<file path="src/rtl/ram_image_loader_pkg.sv">
// Shared types and constants for the RAM image loader.
// Covers the FSM state encoding and the stream framing sizes.
package ram_image_loader_pkg;
  typedef enum logic [2:0] {
    S_IDLE,
    S_LEN_LO,
    S_LEN_HI,
    S_BYTES,
    S_WRITE,
    S_CHECK,
    S_DONE
  } state_t;

  localparam int BYTES_PER_WORD = 4;
  localparam int HDR_LEN        = 2;
endpackage

</file>
<file path="src/rtl/ram_image_loader_packer.sv">
// Assembles little-endian bytes into one RAM word; byte k lands in bits [8k+7:8k].
// word_ready flags the byte that completes the current word.
module ram_image_loader_packer
  import ram_image_loader_pkg::*;
(
  input  logic                          clk,
  input  logic                          rst_n,
  input  logic                          clear,
  input  logic                          byte_valid,
  input  logic [7:0]                    byte_in,
  output logic [8*BYTES_PER_WORD-1:0]   word,
  output logic                          word_ready
);
  localparam int LANE_W = $clog2(BYTES_PER_WORD);

  logic [LANE_W-1:0] lane;

  assign word_ready = byte_valid && (lane == LANE_W'(BYTES_PER_WORD - 1));

  always_ff @(posedge clk or negedge rst_n) begin
    if (!rst_n) begin
      lane <= '0;
      word <= '0;
    end else if (clear) begin
      lane <= '0;
      word <= '0;
    end else if (byte_valid) begin
      word[8*lane +: 8] <= byte_in;
      lane              <= lane + LANE_W'(1);
    end
  end
endmodule

</file>
<file path="src/rtl/ram_image_loader.sv">
// Loads a length-prefixed byte image into the single-port RAM and verifies its checksum.
// Handshake: a byte moves when in_valid & in_ready are both high at a rising clk edge.
module ram_image_loader
  import ram_image_loader_pkg::*;
#(
  parameter int ADDR_W    = 16,
  parameter int DATA_W    = 32,
  parameter int BASE_ADDR = 0
) (
  input  logic              clk,
  input  logic              rst_n,
  input  logic              start,
  input  logic              in_valid,
  input  logic [7:0]        in_data,
  output logic              in_ready,
  output logic [ADDR_W-1:0] ram_address,
  output logic [DATA_W-1:0] ram_data,
  output logic              ram_wren,
  output logic              busy,
  output logic              done,
  output logic              error,
  output logic [ADDR_W:0]   words_written
);
  localparam logic [63:0] LIMIT = (64'd1 << ADDR_W) - 64'(BASE_ADDR);

  state_t                 state;
  logic [8*HDR_LEN-1:0]   len;
  logic [8*HDR_LEN-1:0]   len_full;
  logic [7:0]             checksum;
  logic                   xfer;
  logic                   word_ready;
  logic                   pack_clear;

  assign in_ready   = (state == S_LEN_LO) || (state == S_LEN_HI) ||
                      (state == S_BYTES)  || (state == S_CHECK);
  assign xfer       = in_valid && in_ready;
  assign len_full   = {in_data, len[7:0]};
  assign pack_clear = (state == S_IDLE) && start;

  // Word register stays frozen during WRITE because no byte is accepted there.
  ram_image_loader_packer u_packer (
    .clk        (clk),
    .rst_n      (rst_n),
    .clear      (pack_clear),
    .byte_valid (xfer && (state == S_BYTES)),
    .byte_in    (in_data),
    .word       (ram_data),
    .word_ready (word_ready)
  );

  always_ff @(posedge clk or negedge rst_n) begin
    if (!rst_n) begin
      state         <= S_IDLE;
      len           <= '0;
      checksum      <= '0;
      ram_address   <= ADDR_W'(BASE_ADDR);
      ram_wren      <= 1'b0;
      busy          <= 1'b0;
      done          <= 1'b0;
      error         <= 1'b0;
      words_written <= '0;
    end else begin
      ram_wren <= 1'b0;
      case (state)
        S_IDLE: begin
          if (start) begin
            done          <= 1'b0;
            error         <= 1'b0;
            words_written <= '0;
            checksum      <= '0;
            ram_address   <= ADDR_W'(BASE_ADDR);
            busy          <= 1'b1;
            state         <= S_LEN_LO;
          end
        end
        S_LEN_LO: begin
          if (xfer) begin
            len[7:0] <= in_data;
            state    <= S_LEN_HI;
          end
        end
        S_LEN_HI: begin
          if (xfer) begin
            len <= len_full;
            if (64'(len_full) > LIMIT) begin
              error <= 1'b1;
              busy  <= 1'b0;
              done  <= 1'b1;
              state <= S_DONE;
            end else if (len_full == '0) begin
              state <= S_CHECK;
            end else begin
              state <= S_BYTES;
            end
          end
        end
        S_BYTES: begin
          if (xfer) begin
            checksum <= checksum + in_data;
            if (word_ready) begin
              ram_wren <= 1'b1;
              state    <= S_WRITE;
            end
          end
        end
        S_WRITE: begin
          ram_address   <= ram_address + ADDR_W'(1);
          words_written <= words_written + (ADDR_W + 1)'(1);
          state         <= (32'(words_written) + 32'd1 == 32'(len)) ? S_CHECK : S_BYTES;
        end
        S_CHECK: begin
          if (xfer) begin
            error <= (in_data != checksum);
            busy  <= 1'b0;
            done  <= 1'b1;
            state <= S_DONE;
          end
        end
        S_DONE:  state <= S_IDLE;
        default: state <= S_IDLE;
      endcase
    end
  end
endmodule

</file>
<file path="config.mk">
export PLATFORM = sky130hd
export DESIGN_NAME = ram_image_loader
export DESIGN_NICKNAME = d
export VERILOG_FILES = /design/src/rtl/ram_image_loader_pkg.sv /design/src/rtl/ram_image_loader_packer.sv /design/src/rtl/ram_image_loader.sv
export SDC_FILE = /design/constraint.sdc
export NUM_CORES = 1
export LEC_CHECK = 0
export ABC_AREA = 1
export BUFFER_PORTS_ARGS = -buffer_cell sky130_fd_sc_hd__buf_4
export CAP_MARGIN = 5
export CORE_ASPECT_RATIO = 1.75
export CORE_MARGIN = 2
export CORE_UTILIZATION = 60
export DETAILED_ROUTE_END_ITERATION = 10
export PLACE_DENSITY = 0.8
export SLEW_MARGIN = 20
export SYNTH_ARGS = -nofsm -noshare
export SYNTH_HDL_FRONTEND = slang
export SYNTH_SLANG_ARGS = --single-unit
</file>
<file path="constraint.sdc">
create_clock -name clk -period 2.9 [get_ports clk]
set_clock_uncertainty 0.15 [all_clocks]
set_input_delay 0.435 -clock clk [delete_from_list [all_inputs] [get_ports clk]]
set_output_delay 0.435 -clock clk [all_outputs]
set_load 0.02 [all_outputs]
</file>
After elaboration in Yosys (flattened, before gate mapping)
Index checks and enable logic that the tools add are counted.

storage, ports and cells
  bits in read-only memories = 0
  bits in latches = 0
  bits in registers = 98
  output and inout bits = 70
  RAM bits = 0
  memories = 0
  input bits = 12
  word-level logic and storage cells = 88

operators by class
  reductions and logical operators = 19
  magnitude comparators = 0
  multiply operators = 0
  shifts and indexed selects = 2
  muxes and demuxes = 34
  $add $sub $neg = 6
  equal/unequal tests = 14
  bitwise operators = 1
  div/mod/pow operators = 0

operators by type and width
  kind                       number
  $mux W32                   2
  $neg A5 Y34                1
  $pmux W17 S2               1
  $shift A8 B34 Y32 const A  1
  $shiftx A8 B34 Y32         1
  $bwmux W32                 1
  $pmux W16 S2               1
  $pmux W8 S2                2
  $mux W3                    8
  $mux W8                    3
  $add A17 B1 Y18 const B    1
  $eq A18 B16 Y1             1
  $pmux W3 S6                1
  $add A17 B1 Y17 const B    1
  $mux W17                   1
  $add A16 B1 Y16 const B    1
  $logic_not A16 Y1          1
  $mux W16                   1
  $ne A2 B2 Y1 const B       5
  $reduce_and A3 Y1          3
  $add A8 B8 Y8              1
  $mux W1                    8
  $ne A8 B8 Y1               1
  $reduce_bool A2 Y1         4
  other kinds (14)           25

Logic depth before layout (Yosys ltp)
Gate-level depths: netlist (run 1).

  word-level depth = 10
  depth in mapped cells = 17
  depth with buffers taken out = 17

Cells and area by module
From an unflattened synthesis (run 1), not the netlist that was laid out.

second synthesis, totals
  cell total of the unflattened synthesis = 735
  area, all modules = 5504.0 um2

by module, submodules not included
  module                   cells each  instances  area an instance (um2)  seq. area each (um2)
  ram_image_loader         533         1          3898.7                  1601.5
  ram_image_loader_packer  202         1          1605.3                  850.8

Worst setup path after synthesis (run 1)
No wires, ideal clock.

  path type = register -> register
  start point = register words_written[0]
  end point = register state[1]
  data required time = 2634 ps
  setup time = 116 ps
  arrival = 1789 ps
  path buffers = 0
  slack = 845 ps
  period minus slack after synthesis = 2055 ps
  cell stages (with the launch flop) = 17
  cell sequence = dfrtp_1 > ha_1 > nand2_1 > nor2_4 > nand2_2 > nor2_2 > nand3_1 > nand2_1 > nand2_1 > inv_1 > nand2_1 > nor2_1 > nand3_1 > nand2_1 > nand2_1 > nand2_1 > nand2_1

between the ends
  longest elaborated chain between the ends = 4

ends and longest elaborated chain
  item                    RTL line                 text
  from (decl)             ram_image_loader.sv:22   output logic [ADDR_W:0] words_written
  from (signal assigned)  ram_image_loader.sv:108  words_written <= words_written + (ADDR_W + 1)'(1);
  $add A17 B1 Y18         ram_image_loader.sv:109  state <= (32'(words_written) + 32'd1 == 32'(len)) ? S_CHECK : S_BYTES;
  $eq A18 B16 Y1          ram_image_loader.sv:109
  $mux W3                 ram_image_loader.sv:109
  $pmux W3 S6             ram_image_loader.sv:64   case (state)
  to (signal assigned)    ram_image_loader.sv:109
  to (decl)               ram_image_loader.sv:26   state_t state;

No other way between the ends.
A chain may end at the register's enable or synchronous reset.

Worst setup path after layout (run 1)
  start point = register u_packer.lane[0]
  end point = register u_packer.word[20]

between the ends
  longest elaborated chain between the ends = 5
  elaborated cells between the ends (all ways) = 6
  classes of those cells = 1 x add/sub; 2 x shift; 3 x mux

ends and longest elaborated chain
  item                                                     RTL line                       text
  from (decl)                                              ram_image_loader_packer.sv:16  logic [LANE_W-1:0] lane;
  from (signal assigned)                                   ram_image_loader_packer.sv:29  lane <= lane + LANE_W'(1);
  $neg A5 Y34 *                                            ram_image_loader_packer.sv:28  word[8*lane +: 8] <= byte_in;
  $shiftx A8 B34 Y32 or $shift A8 B34 Y32 (tied branches)  ram_image_loader_packer.sv:28
  $bwmux W32 *                                             ram_image_loader_packer.sv:28
  $mux W32 *                                               ram_image_loader_packer.sv:27  end else if (byte_valid) begin
  $mux W32 *                                               ram_image_loader_packer.sv:24  end else if (clear) begin
  to (signal, indexed assignment)                          ram_image_loader_packer.sv:28
  to (decl)                                                ram_image_loader_packer.sv:11  output logic [8*BYTES_PER_WORD-1:0] word,

Mark *: on every way between the ends. The rest lies on a longest branch, timed or not. The select of a mux whose other input is x is not followed.

==> impl_metrics.csv, run 1 <==
group,metric,value,unit
outcome,outcome,"finished clean",
cells_and_area,area_growth,19.07,%
grt,grt_pass1_wl,24900,um
clocking,cts_max_path_buffers,2,
grt,grt_use_met3,5.082,%
setup_path,cp-startpoint,"u_packer.lane[0]$_DFFE_PN0P_",
setup_path,arrival,2.49,ns
grt,grt-busiest-layer,"met2",
synthesis,syn_inst,735,
setup_path,path_class,"flop to flop",
placement,placed_cell_area,0.006240,mm2
timing,timing.setup.tns,0,ns
synthesis,ys_seq_area_share,44.72,%
power,total_power,5027,uW
clocking,htreeDepth,3,
clocking,cts_resized,0,
setup_path,path_cells,"inv_1 > ha_1 > inv_1 > nor2_1 > nand4_1 > o21ai_0",
synthesis,synth_edf_count,0,
setup_path,end_kind,"flop",
cells_and_area,fin_area,0.006530,mm2
setup_path,cp_common_cell,"inv_1",
grt,overflow,0,
drt,dr_total_vias,5358,
synthesis,synth_ff_type,"dfrtp_1",
synthesis,syn_avg_cell_area,7.461,um2
power,cellLeakagePower,0.003289,uW
run,timing.max_cap.violations,0,
timing,maxSlewViolCount,0,
grt,first_global_vias,5307,
power,p_per_area,769.9,mW/mm2
setup_path,rrSetupSlack,0.50,ns
grt,antenna_found_initial,0,
drt,antenna_left,0,
cells_and_area,post_route_cells_drive_above_1_share,14.79,%
power,swShare,40.62,%
power,ir_drop,560.5,uV
grt,globalRouteMet1Util,33.09,%
setup_path,r2r_cells,6,
hold_path,hp-class,"primary input to flop",
synthesis,syn-num-nets,762,
timing,slew_headroom,57.69,%
placement,port_buffers,81,
power,combinationalPowerShare,38.6,%
drt,drc,0,
cells_and_area,layout_common_cells,"nand2_1 (195), dfrtp_1 (98), inv_1 (92)",
floorplanning,die_h,130.5,um
floorplanning,dieArea,0.009951,mm2
placement,dp_hpwl,11610,um
synthesis,syn-cell-area,0.005484,mm2
clocking,ctsRootBufferMaster,"clkbuf_16",
synthesis,ys_warn_count,0,
drt,drt-total-wl,15390,um
setup_path,cpMaxStageDelayCell,"dfrtp_1",
power,pwr-share-clk,22.4,%
synthesis,synth.distinct_cells,38,
clocking,clkTransAtPathRegs,0.06,ns
clocking,cts_tree,"yes",
timing,hold_violations,0,
drt,post_drt_via_cell_ratio,5.670,
placement,gp_congestion,0.9767,
power,seq_power_share,38.9,%
floorplanning,rows,46,
setup_path,start_kind,"flop",
cells_and_area,antenna_cells,0,
grt,grt_usage,31.66,%
clocking,clk_latency,0.34,ns
drt,first_iter_violations,416,
floorplanning,boundaryPins,82,
timing,worstMarginPinSlew,0.6340,ns
timing,rsz0062_at_grt,"false",
grt,grt_start_max_net_pins,66,
synthesis,ys_ff_latch,98,
floorplanning,core,0.008979,mm2
floorplanning,die_w,76.27,um
setup_path,r2r_end,"u_packer.word[20]$_DFFE_PN0P_",
setup_path,r2r-start,"u_packer.lane[0]$_DFFE_PN0P_",
timing,final.min_clock_period,2.397,ns
clocking,cts_setup_buffers,0,
cells_and_area,fillers,775,
timing,hold_ws,0.2310,ns
grt,use_met2,58.88,%
setup_path,cp-endpoint,"u_packer.word[20]$_DFFE_PN0P_",
floorplanning,start_util,61.08,%
cells_and_area,nNetsFinal,848,
timing,final.period_utilization,82.64,%
clocking,cts_buffers,9,
power,internal_power,2985,uW
setup_path,crit_path_max_incr_delay,0.59,ns
drt,firstDrtPassIters,5,
synthesis,async_reset_ff_share,100.0,%
cells_and_area,finish.utilization,72.73,%
drt,wire_per_inst,16.28,um
clocking,cts.sinks,98,
timing,finalSetupViolCount,0,
cells_and_area,final_common_cell,"nand2_1",
timing,fmax,417.3,MHz
power,power.switching,2042,uW
setup_path,worstPathRequired,2.99,ns
setup_path,cp_max_fo,13,
[cells in the mapped netlist, drive strengths merged, types with 4 or more instances]
master  count  area share (%)
nand2     200              14
a22o        4            0.64
inv        97             6.6
o21ai      63             5.7
dfrtp      98              45
clkbuf      6            0.41
a21oi      16             1.5
ha         14             3.2
nor3        6            0.55
nor4        5            0.57
o31ai       9             1.2
o22ai       8            0.91
nand4      12             1.4
nor2       77             6.1
nand3      90             8.2
buf         6            0.55
[worst max-delay path: cells and delay by family, from the launching register on]
family	cells	cell delay [ns]
simple gates	2	0.43
fa+ha+maj	1	0.58
flops	1	0.59
buf+inv	2	0.29
compound gates	1	0.26
[what timing repair did]
action                     in CTS  in global routing
hold endpoints to repair       33                  0
hold buffers                    1                  0
setup endpoints to repair       0                  0
[worst min-delay path by stage]
stage	slack, ns	to	cells after the start	start
after floorplan	-0.01	busy$_DFFE_PN0P_	0	rst_n
after global placement	0.26	words_written[2]$_DFFE_PN0P_	1	rst_n
after detailed placement	0.27	words_written[5]$_DFFE_PN0P_	1	rst_n
after CTS	0.22	ram_wren$_DFF_PN0_	3	in_valid
after global routing	0.23	ram_wren$_DFF_PN0_	3	in_valid
final	0.23	ram_wren$_DFF_PN0_	3	in_valid
[sequential cells by signal, indices dropped and copies added, names as in the netlist]
signal,count
words_written,17
ram_wren,1
busy,1
done,1
checksum,8
ram_address,16
error,1
state,3
u_packer.word,32
u_packer.lane,2
len,16
[routing by layer]
metal	share of wire (%)	wire length, um	vias up
met4	4.8	731	0
met2	54	8315	195
met5	0	0	-
met3	4.5	693	61
li1	-	-	2575
met1	37	5648	2527
[layout make-up]
| class | instances | area (um2) | area share (%) |
|---|---|---|---|
| clock buffer | 11 | 252.7 | 3.870 |
| tap | 120 | 150.1 | 2.299 |
| multi-input combinational | 526 | 2608 | 39.93 |
| sequential | 98 | 2452 | 37.56 |
| inverter | 99 | 371.6 | 5.691 |
| clock inverter | 4 | 27.53 | 0.4215 |
| timing repair buffer | 87 | 668.1 | 10.23 |
[through the flow]
stage                     instances  worst slack [ns]
after floorplan                 735            0.8450
after global placement          929            0.6737
after detailed placement        929            0.5735
after CTS                       945            0.5568
after global routing            945            0.2652
final                           945            0.5034
[power groups by stage]
| stage | Clock [uW] | Combinational (uW) | Sequential (uW) |
|---|---|---|---|
| detailed placement | 0 | 1920 | 1970 |
| global route | 1200 | 2180 | 1990 |
| finish | 1130 | 1940 | 1960 |
| floorplan | 0 | 1190 | 2030 |
| global placement | 0 | 1870 | 1950 |
| CTS | 1140 | 1930 | 1950 |
[cells by family (layout without fill, tap and decap cells)]
| kind of cell | count (synthesis) | count (layout) | share of synthesized area [%] |
|---|---|---|---|
| AND/OR/NAND/NOR | 396 | 396 | 31.46 |
| buffers and inverters | 111 | 201 | 7.734 |
| AO/OA/AOI/OAI | 109 | 109 | 11.22 |
| flip-flops | 98 | 98 | 44.72 |
| adder cells (fa/ha/maj) | 15 | 15 | 3.559 |
| XOR/XNOR | 3 | 3 | 0.7529 |
| multiplexers | 3 | 3 | 0.5476 |
No activity file was read; power rests on OpenSTA's default activity.
==> inputs of run 2 (changes only) <==
--- a/config.mk
+++ b/config.mk
@@ -5,14 +5,14 @@
 export SDC_FILE = /design/constraint.sdc
 export NUM_CORES = 1
 export LEC_CHECK = 0
-export ABC_AREA = 1
+export ABC_AREA = 0
 export BUFFER_PORTS_ARGS = -buffer_cell sky130_fd_sc_hd__buf_4
 export CAP_MARGIN = 5
 export CORE_ASPECT_RATIO = 1.75
 export CORE_MARGIN = 2
-export CORE_UTILIZATION = 60
+export CORE_UTILIZATION = 51
 export DETAILED_ROUTE_END_ITERATION = 10
-export PLACE_DENSITY = 0.8
+export PLACE_DENSITY = 0.73
 export SLEW_MARGIN = 20
 export SYNTH_ARGS = -nofsm -noshare
 export SYNTH_HDL_FRONTEND = slang
==> constraint.sdc (replaced) <==
create_clock -name clk -period 2 [get_ports clk]
set_clock_uncertainty 0.15 [all_clocks]
set_input_delay 0.3 -clock clk [delete_from_list [all_inputs] [get_ports clk]]
set_output_delay 0.3 -clock clk [all_outputs]
set_load 0.02 [all_outputs]
==> run 2 against run 1 <==
The flow now finishes with violations (setup timing). Critical endpoint is now state[1]$_DFFE_PN0P_. Highest routed layer unchanged. Total power rose by 63%. Clock power rose by 58%. Combinational power rose by 80%.
==> impl_metrics.csv, run 2 <==
group,metric,value,unit
drt,wire_per_inst,17.91,um
synthesis,synth_area_leader_cell,"dfrtp_1",
timing,finalSetupViolCount,4,
outcome,violations,"setup timing",
synthesis,ys_warn_count,0,
cells_and_area,top_register,"u_packer.word",
drt,drc,0,
synthesis,synth_area_leaders,"dfrtp_1 (49%), o21ai_0 (5.9%), a22o_1 (4.0%), nand2_1 (3.9%), mux2_2 (3.8%)",
synthesis,yosys-mux-area-fraction,5.429,%
cells_and_area,top_regs,"u_packer.word x32, words_written x17",
clocking,cts_buffers,9,
timing,slew_headroom,67.07,%
synthesis,synth_top_area_share,49.04,%
synthesis,syn_avg_cell_area,10.00,um2
cells_and_area,finish.utilization,72.66,%
cells_and_area,area_growth,38.40,%
setup_path,r2r_cells,7,
setup_path,r2r_end,"state[1]$_DFFE_PN0P_",
grt,grt_usage,27.67,%
synthesis,synth_top_family_by_area,"simple AND/OR/NAND/NOR gates",
drt,antenna_left,0,
synthesis,synth-simple-area-share,16.76,%
timing,fmax,415.1,MHz
synthesis,ys_seq_area_share,49.04,%
power,p_per_area,1181,mW/mm2
synthesis,synthTopCellsByCount,"dfrtp_1 (98), o21ai_0 (59), nand2_1 (52), nand3_1 (37), nor2_1 (33)",
synthesis,syn-cell-area,0.005001,mm2
timing,final.period_utilization,120.4,%
grt,antenna_found_initial,0,
floorplanning,start_util,52.50,%
clocking,clkTransAtPathRegs,0.07,ns
setup_path,cp_num_buf_inv,0,
clocking,clk_latency,0.35,ns
power,total_power,8177,uW
hold_path,holdCritStartpoint,"in_data[6]",
floorplanning,die_w,78.86,um
setup_path,r2r-start,"words_written[7]$_DFFE_PN0P_",
cells_and_area,layout_common_cells,"buf_4 (174), dfrtp_1 (87), o21ai_0 (56)",
cells_and_area,nNetsFinal,695,
grt,grt_pass1_wl,22880,um
synthesis,synth_compound_area_share,16.59,%
setup_path,path_delay_family,"simple AND/OR/NAND/NOR gates",
hold_path,hold_depth,2,
timing,fin_ws,-0.4089,ns
cells_and_area,multi_input_area,0.002567,mm2
timing,final.min_clock_period,2.409,ns
drt,post_drt_via_cell_ratio,5.765,
placement,port_buffers,81,
synthesis,syn_inst,500,
synthesis,ys_ff_latch,98,
grt,overflow,0,
hold_path,hp-class,"primary input to flop",
hold_path,holdPathEnd,"u_packer.word[6]$_DFFE_PN0P_",
cells_and_area,largest_reg_flops,32,
floorplanning,boundaryPins,82,
setup_path,end_kind,"flop",
floorplanning,rows,47,
power,ir_drop,785.3,uV
setup_path,start_kind,"flop",
setup_path,rrSetupSlack,-0.41,ns
clocking,cts.sinks,98,
cells_and_area,fillers,706,
synthesis,async_reset_ff_share,100.0,%
setup_path,cpMaxStageDelayCell,"or4_4",
grt,first_global_vias,4679,
synthesis,synth_edf_count,0,
synthesis,synthXorXnorAreaFrac,5.429,%
setup_path,crit_path_max_incr_delay,0.44,ns
setup_path,cp_max_fo,6,
setup_path,path_class,"flop to flop",
clocking,htreeDepth,3,
floorplanning,die_h,135.0,um
floorplanning,dieArea,0.01065,mm2
placement,placed_cell_area,0.006416,mm2
timing,rsz0062_at_grt,"true",
placement,dp_hpwl,10280,um
grt,grt_start_max_net_pins,37,
drt,drt-total-wl,14240,um
synthesis,synth.distinct_cells,54,
synthesis,synth_fa_ha_area_share,3.903,%
placement,gp_congestion,0.8681,
timing,maxSlewViolCount,0,
timing,timing.setup.tns,-0.8802,ns
cells_and_area,regArea,0.002466,mm2
synthesis,synth_most_common_cell,"dfrtp_1",
timing,hold_violations,0,
synthesis,synth_ff_type,"dfrtp_1",
synthesis,syn-num-nets,527,
drt,firstDrtPassIters,4,
setup_path,path_cells,"nand4_4 > or3_4 > xnor2_1 > a311oi_2 > nand4_1 > or4_4 > a31o_1",
cells_and_area,post_route_cells_drive_above_1_share,37.89,%
power,cellLeakagePower,0.003266,uW
cells_and_area,final_common_cell,"buf_4",
run,timing.max_cap.violations,0,
setup_path,arrival,2.50,ns
drt,first_iter_violations,196,
clocking,ctsRootBufferMaster,"clkbuf_16",
clocking,cts_max_path_buffers,2,
outcome,outcome,"complete, but fails checks",
setup_path,cp-startpoint,"words_written[7]$_DFFE_PN0P_",
drt,dr_total_vias,4583,
cells_and_area,fin_area,0.006922,mm2
floorplanning,core,0.009527,mm2
setup_path,worstPathRequired,2.09,ns
timing,worstMarginPinSlew,0.4940,ns
cells_and_area,antenna_cells,0,
clocking,cts_tree,"yes",
[run 2: cell count changes after synthesis, moves of 7 or more]
cell	before	now
nand2_1	195	52
inv_1	92	10
nand3_1	90	37
nor2_1	67	33
a22o_1	4	23
xnor2_1	1	19
mux2_2	0	17
xor2_1	1	12
clkbuf_1	6	16
and3_1	0	7
[run 2: per-stage QoR]
step / hold WS [ns] / worst slack [ns] / std cells
after CTS: 0.1205 / -0.4166 / 792
after global routing: 0.1444 / -0.4929 / 795
after global placement: 0.1384 / -0.3832 / 767
after detailed placement: 0.1504 / -0.4747 / 767
after floorplan: -0.1456 / -0.4446 / 500
final: 0.1280 / -0.4089 / 795
[run 2: worst max path at each step]
stage,endpoint,cells after the start
after floorplan,state[1]$_DFFE_PN0P_,8
after global placement,state[1]$_DFFE_PN0P_,7
after detailed placement,state[1]$_DFFE_PN0P_,7
after CTS,state[1]$_DFFE_PN0P_,8
after global routing,state[1]$_DFFE_PN0P_,7
final,state[1]$_DFFE_PN0P_,7
[run 2: cells by family after synthesis]
| group | count (synthesis) |
|---|---|
| buf+inv | 33 |
| xor+xnor | 31 |
| compound gates | 130 |
| flops | 98 |
| fa+ha+maj | 15 |
| simple gates | 168 |
| mux | 25 |
[run 2: where the power goes]
part           switching [uW]  internal (uW)  leakage (uW)
sequential                466           2430       0.00129
combinational            1780           1710       0.00182
clock                     805            990      0.000151
total                    3050           5130       0.00327
[run 2: per-layer routing]
metal	vias up	track usage, %	share of wire, %
li1	2156	-	-
met1	2269	31.36	37
met2	125	51.14	56
met3	33	3.142	3.7
met4	0	12.84	3.2
met5	-	0	0
[run 2: worst reg2reg max path, cell delays in order, from the launching register on]
cell      delay [ns]
dfrtp_2         0.40
nand4_4         0.17
or3_4           0.43
xnor2_1         0.15
a311oi_2        0.22
nand4_1         0.12
or4_4           0.44
a31o_1          0.22
[run 2: timing repair]
action,4_1_cts,5_1_grt
endpoints found under the setup margin,14,36
hold buffers,1,0
buffers inserted,8,4
pin swaps,11,8
resized for setup,13,13
endpoints found under the hold margin,33,0
[run 2: final cells by class]
cell class                      instances  area share, %
Tap cell                              122          2.205
Timing Repair Buffer                  180          20.08
Clock inverter                          7          1.193
Clock buffer                            9          3.254
Multi-Input combinational cell        369          37.09
Sequential cell                        98          35.63
Inverter                               10         0.5423
